[config.mk]
export PLATFORM = sky130hd
export DESIGN_NAME = logic_op_feeder
export DESIGN_NICKNAME = d
export VERILOG_FILES = /design/src/rtl/logic_op_feeder.sv
export SDC_FILE = /design/constraint.sdc
export NUM_CORES = 1
export LEC_CHECK = 0
export BUFFER_PORTS_ARGS = -buffer_cell sky130_fd_sc_hd__buf_2
export CAP_MARGIN = 20
export CORE_ASPECT_RATIO = 1.4
export CORE_MARGIN = 3
export CORE_UTILIZATION = 50
export DETAILED_ROUTE_END_ITERATION = 7
export PLACE_DENSITY_LB_ADDON = 0.05
export SLEW_MARGIN = 0
export SYNTH_ARGS = -nofsm -noshare
export SYNTH_HDL_FRONTEND = slang
export SYNTH_SLANG_ARGS = --single-unit
[constraint.sdc]
create_clock -name clk_in -period 3.9 [get_ports clk_in]
set_input_delay 0.78 -clock clk_in [delete_from_list [all_inputs] [get_ports clk_in]]
set_output_delay 0.78 -clock clk_in [all_outputs]
set_load 0.01 [all_outputs]
[src/rtl/logic_op_feeder.sv]
// logic_op_feeder: request FIFO feeding a combinational logic unit, with a registered,
// sequence-numbered response stage that stalls under consumer backpressure.
module logic_op_feeder #(
    parameter int DATA_W = 4,
    parameter int DEPTH  = 4
) (
    input  logic                     clk_in,
    input  logic                     reset_n_in,
    input  logic                     req_valid_in,
    output logic                     req_ready_out,
    input  logic [DATA_W-1:0]        req_a_in,
    input  logic [DATA_W-1:0]        req_b_in,
    input  logic [1:0]               req_opcode_in,
    output logic [DATA_W-1:0]        a_out,
    output logic [DATA_W-1:0]        b_out,
    output logic [1:0]               opcode_out,
    input  logic [DATA_W-1:0]        result_in,
    output logic                     rsp_valid_out,
    input  logic                     rsp_ready_in,
    output logic [DATA_W-1:0]        result_out,
    output logic [3:0]               rsp_seq_out,
    output logic [$clog2(DEPTH):0]   count_out
);
    localparam int PTR_W = $clog2(DEPTH);
    localparam int ENT_W = 2 * DATA_W + 2;
    logic [ENT_W-1:0] mem [DEPTH];
    logic [PTR_W-1:0] wr_ptr, rd_ptr;
    logic [3:0]       issue_seq;
    logic [ENT_W-1:0] head;
    logic             push, pop, out_free, empty;
    always_comb begin
        empty         = count_out == '0;
        req_ready_out = count_out != (PTR_W+1)'(DEPTH);
        push          = req_valid_in & req_ready_out;
        out_free      = !rsp_valid_out | rsp_ready_in;
        pop           = !empty & out_free;
        head          = empty ? '0 : mem[rd_ptr];
        {opcode_out, b_out, a_out} = head;
    end
    // storage carries no reset: entries are only visible through count_out
    always_ff @(posedge clk_in)
        if (push) mem[wr_ptr] <= {req_opcode_in, req_b_in, req_a_in};
    always_ff @(posedge clk_in or negedge reset_n_in) begin
        if (!reset_n_in) begin
            wr_ptr        <= '0;
            rd_ptr        <= '0;
            count_out     <= '0;
            issue_seq     <= '0;
            rsp_valid_out <= 1'b0;
            result_out    <= '0;
            rsp_seq_out   <= '0;
        end else begin
            if (push) wr_ptr <= wr_ptr + 1'b1;
            if (pop) rd_ptr <= rd_ptr + 1'b1;
            count_out <= count_out + (PTR_W+1)'(push) - (PTR_W+1)'(pop);
            if (pop) begin
                result_out    <= result_in;
                rsp_seq_out   <= issue_seq;
                issue_seq     <= issue_seq + 4'd1;
                rsp_valid_out <= 1'b1;
            end else if (rsp_ready_in) begin
                rsp_valid_out <= 1'b0;
            end
        end
    end
endmodule

Word-level counts from Yosys, hierarchy flattened
Memories as Yosys holds them, arrays and structs flattened.
Cells that the tools add are included.
{"block": "op_classes", "add_sub_neg": 5, "eq_ne": 1, "n_mux": 5, "n_bitwise": 3, "reduce_logical": 4}
{"operator": "10-bit two-way mux", "count": 1}
{"operator": "2-bit by 1-bit adder with 2-bit output, second input constant", "count": 2}
{"operator": "4-bit by 1-bit adder with 4-bit output, second input constant", "count": 1}
{"operator": "1-bit two-way mux", "count": 4}
{"operator": "3-bit by 1-bit adder with 3-bit output", "count": 1}
{"operator": "3-bit zero test", "count": 1}
{"operator": "3-bit != test, second input constant", "count": 1}
{"operator": "3-bit by 1-bit subtractor with 3-bit output", "count": 1}
{"operator": "1-bit AND", "count": 2}
{"operator": "1-bit zero test", "count": 2}
{"operator": "2-bit nonzero test", "count": 1}
{"operator": "1-bit bitwise OR", "count": 1}
{"block": "totals", "ff_bits": 20, "mem_bits_rw": 40, "in_bits": 18, "output_inout_bits": 23, "wordCells": 26, "memories": 1}
{"name": "mem", "depth": 4, "word_bits": 10, "read_ports": 1, "rd_ports_with_merged_regs": 0, "write_ports": 1, "line": "26", "text": "logic [ENT_W-1:0] mem [DEPTH];"}

Logic depth before layout (Yosys ltp)
{"block": "depth", "word_depth": 4, "mapped_depth": 9, "depth_no_buf": 9}

Worst setup path after synthesis
No wires, ideal clock.
{"block": "synth_path", "path_type": "input to register", "from": "in rsp_ready_in", "to": "reg count_out[2]", "setup_time_ns": 0.123, "t_arrival_ns": 2.244, "required_ns": 3.777, "setup_slack_ns": 1.533, "cell_stages": 9, "n_path_buf": 1, "path_cell_list": "nor2b_1 -> nor2_1 -> buf_6 -> ha_1 -> inv_1 -> ha_1 -> fa_1 -> xnor2_1 -> xnor2_1"}
{"block": "synth_between", "elab_chain_cells": 3}
{"item": "start, declared", "line": "19", "text": "input logic rsp_ready_in,"}
{"item": "1-bit bitwise OR", "line": "35", "text": "out_free = !rsp_valid_out | rsp_ready_in;"}
{"item": "1-bit AND", "line": "36", "text": "pop = !empty & out_free;"}
{"item": "net pop", "line": "30", "text": "logic push, pop, out_free, empty;"}
{"item": "3-bit by 1-bit subtractor with 3-bit output", "line": "55", "text": "count_out <= count_out + (PTR_W+1)'(push) - (PTR_W+1)'(pop);"}
{"item": "end signal, assigned", "line": "55"}
{"item": "end, declared", "line": "22", "text": "output logic [$clog2(DEPTH):0] count_out"}
The timed path passes the listed nets, and every way through them passes these cells.
A chain may end at the register's enable or synchronous reset.

Worst setup path in the final report
{"block": "layout_path", "from": "reg rd_ptr[0]", "to": "out a_out[3]"}
{"block": "layout_between", "elab_chain_cells": 2}
{"item": "start, declared", "line": "27", "text": "logic [PTR_W-1:0] wr_ptr, rd_ptr;"}
{"item": "start signal, assigned", "line": "54", "text": "if (pop) rd_ptr <= rd_ptr + 1'b1;"}
{"item": "memory read 4 x 10 bit"}
{"item": "10-bit two-way mux", "line": "37", "text": "head = empty ? '0 : mem[rd_ptr];"}
{"item": "end, declared", "line": "14", "text": "output logic [DATA_W-1:0] a_out,"}
Every way passes these cells.

==> metrics.cfg <==
[floorplanning]
core_mm2 = 0.00461
rows = 29
dieWidth_um = 65.0
io_pins = 41
die_h_um = 88.6
initial_utilization = 0.529
die-area_mm2 = 0.00576

[clock_tree]
root_buffer = clkbuf_8
cts.clk_slew.worst_paths_ns = 0.07
htreeDepth = 3
numCtsBuffers = 9
postCtsSetupBuffers = 0
post_cts_resized = 0
clockBufferDepth = 2
clk_latency_ns = 0.32
numClockSinks = 60
cts_hold_buf = 0
cts_tree = built

[placement]
port_buffers = 40
hpwl_um = 2700
gp_congestion = 0.659

[logic_synthesis]
synth_area_leaders = edfxtp_1 49%, dfrtp_1 21%, mux4_2 9.2%
synth_top_area_cell = edfxtp_1
syn_area_mm2 = 0.00244
yosysTopAreaCellShare = 0.493
synth_cell_types = 25
synth_top_cells_by_count = 40 x edfxtp_1, 20 x dfrtp_1, 10 x and2_1, 10 x mux4_2, 9 x mux2_2
yosysSeqAreaShare = 0.699
yosys_warnings = 0
yosysMostFrequentCell = edfxtp_1
syn_avg_cell_area_um2 = 18.5
synthFlopType = edfxtp_1
syn_nets = 158
synth_edf_count = 40
synth-async-reset-ratio = 0.333
ys_ff_latch = 60
synthCells = 132

[power_and_ir_drop]
p_clk_frac = 0.222
p_per_area_mw_per_mm2 = 795
pwr-share-comb = 0.329
leakagePower_nw = 1.14
p_switching_mw = 0.705
ir_drop_uv = 524
p_int_mw = 1.58
p_sw_frac = 0.309
sequentialPowerShare = 0.449
fin_total_pwr_mw = 2.28

[routing]
postRouteAntennaNets = 0
dr_total_vias = 1240
wire_per_inst_um = 15.9
viasPerCell = 5.04
route.detailed.drc = 0
wirelength_um = 3920
drt_iter0_drc = 36
drtPass1Iterations = 5

[grt]
grt_util_all_layers = 0.158
antenna_found_initial = 0
grt_pass1_vias = 1380
grt-ovfl-total = 0
grt_max_degree = 21
grt_pass1_wl_um = 6460

[sta]
setup_viol = 0
setup_tns_ns = 0
worst_pin_slew_ns = 0.942
slew_headroom = 0.369
fmax_ghz = 0.357
finalMaxSlewViolations = 0
layout_min_cycle_time_ns = 2.80
grt_setup_unrepaired = false
skew_ns = 0.00691
hold_viol_final = 0
timing.final.crit_share = 0.717

[setup_path]
r2r_slack_ns = 1.44
cp_max_fo = 12
crit_required_ns = 3.12
worstReg2RegEnd = count_out[2]
cp-start-kind = flop
worst_r2r_startpoint = count_out[2]
end_kind = output pin
arrival_ns = 2.02
reg2regPathDepth = 8
worstSetupPathType = reg2out

[final_layout]
drive_gt1_frac = 0.446
antenna_cells = 0
fin_nets = 205
area_growth_pct = 17.8

[flow_run]
drv_cap = 0

[run_status]
status = finished, final reports clean

[worst_hold_path]
hold_path.class = in2async

[cells by family (layout without fill, tap and decap cells)]
| logic type | after synthesis | after routing | synth area share |
|---|---|---|---|
| DFF | 60 | 60 | 0.699 |
| and+or+nand+nor | 26 | 26 | 0.0678 |
| muxes | 20 | 20 | 0.140 |
| buffers and inverters | 10 | 62 | 0.0205 |
| adders and majority gates | 8 | 8 | 0.0442 |
| xor gates and xnor gates | 8 | 8 | 0.0288 |
[state kept, by name (all words and copies together), names as in the netlist]
register       count
wr_ptr             2
rsp_seq_out        4
mem               40
result_out         4
issue_seq          4
count_out          3
rd_ptr             2
rsp_valid_out      1
[layout by cell type (no fill, tap or decap), types with 2 or more instances in the layout]
master	count
buf_2	40
edfxtp_1	40
dfrtp_1	20
mux4_2	10
and2_1	10
mux2_2	9
clkbuf_8	9
ha_1	7
inv_1	6
xnor2_1	5
clkinv_2	5
and3_2	4
xor2_1	3
nand3_1	3
nor3_1	2
[worst max-delay path, cell delays in order, from the launching register on]
cell and delay (ns):
dfrtp_1 0.80, mux4_2 0.59, and2_1 0.17, buf_2 0.13
[worst max path at each step]
stage | start | endpoint | cells past startpoint
5_1_grt | rd_ptr[0] | a_out[3] | 3
3_3_place_gp | rsp_ready_in | count_out[2] | 9
6_report | rd_ptr[0] | a_out[3] | 3
4_1_cts | rd_ptr[0] | a_out[3] | 3
3_5_place_dp | rsp_ready_in | count_out[2] | 9
2_1_floorplan | rsp_ready_in | count_out[2] | 9
[power groups by stage]
stage               Clock (mW)  Sequential (mW)  Combinational [mW]
finish                   0.506             1.03               0.751
global route             0.556             1.05               0.831
CTS                      0.527             1.03               0.774
detailed placement           0             1.04               0.774
global placement             0             1.04               0.741
floorplan                    0            0.995               0.556
[stage by stage]
stage	hold WS, ns	area [um2]	util	setup slack [ns]	std cells
finish	0.393	2870	0.623	1.10	246
global route	0.401	2870	0.623	0.950	246
CTS	0.393	2870	0.623	1.02	246
detailed placement	0.459	2690	0.583	1.03	230
global placement	0.454	2690	0.583	1.09	230
floorplan	0.436	2440	-	1.53	132
[per-layer routing]
metal | routed length (um) | track usage | vias up
met5 | 0 | 0 | -
met4 | 82 | 0.110 | 0
met3 | 212 | 0.0356 | 8
met2 | 2080 | 0.266 | 35
met1 | 1540 | 0.178 | 615
li1 | - | - | 582
[area by class of cell]
cell class              count  area (um2)
clock inverters             6        55.1
fillers                   361        1740
clock buffers              10         128
multi-input cells          62         684
repair buffers             40         200
flip-flops and latches     60        1700
inverters                   6        22.5
well taps                  62        77.6
Note: power is estimated with default switching activity, not from simulation.
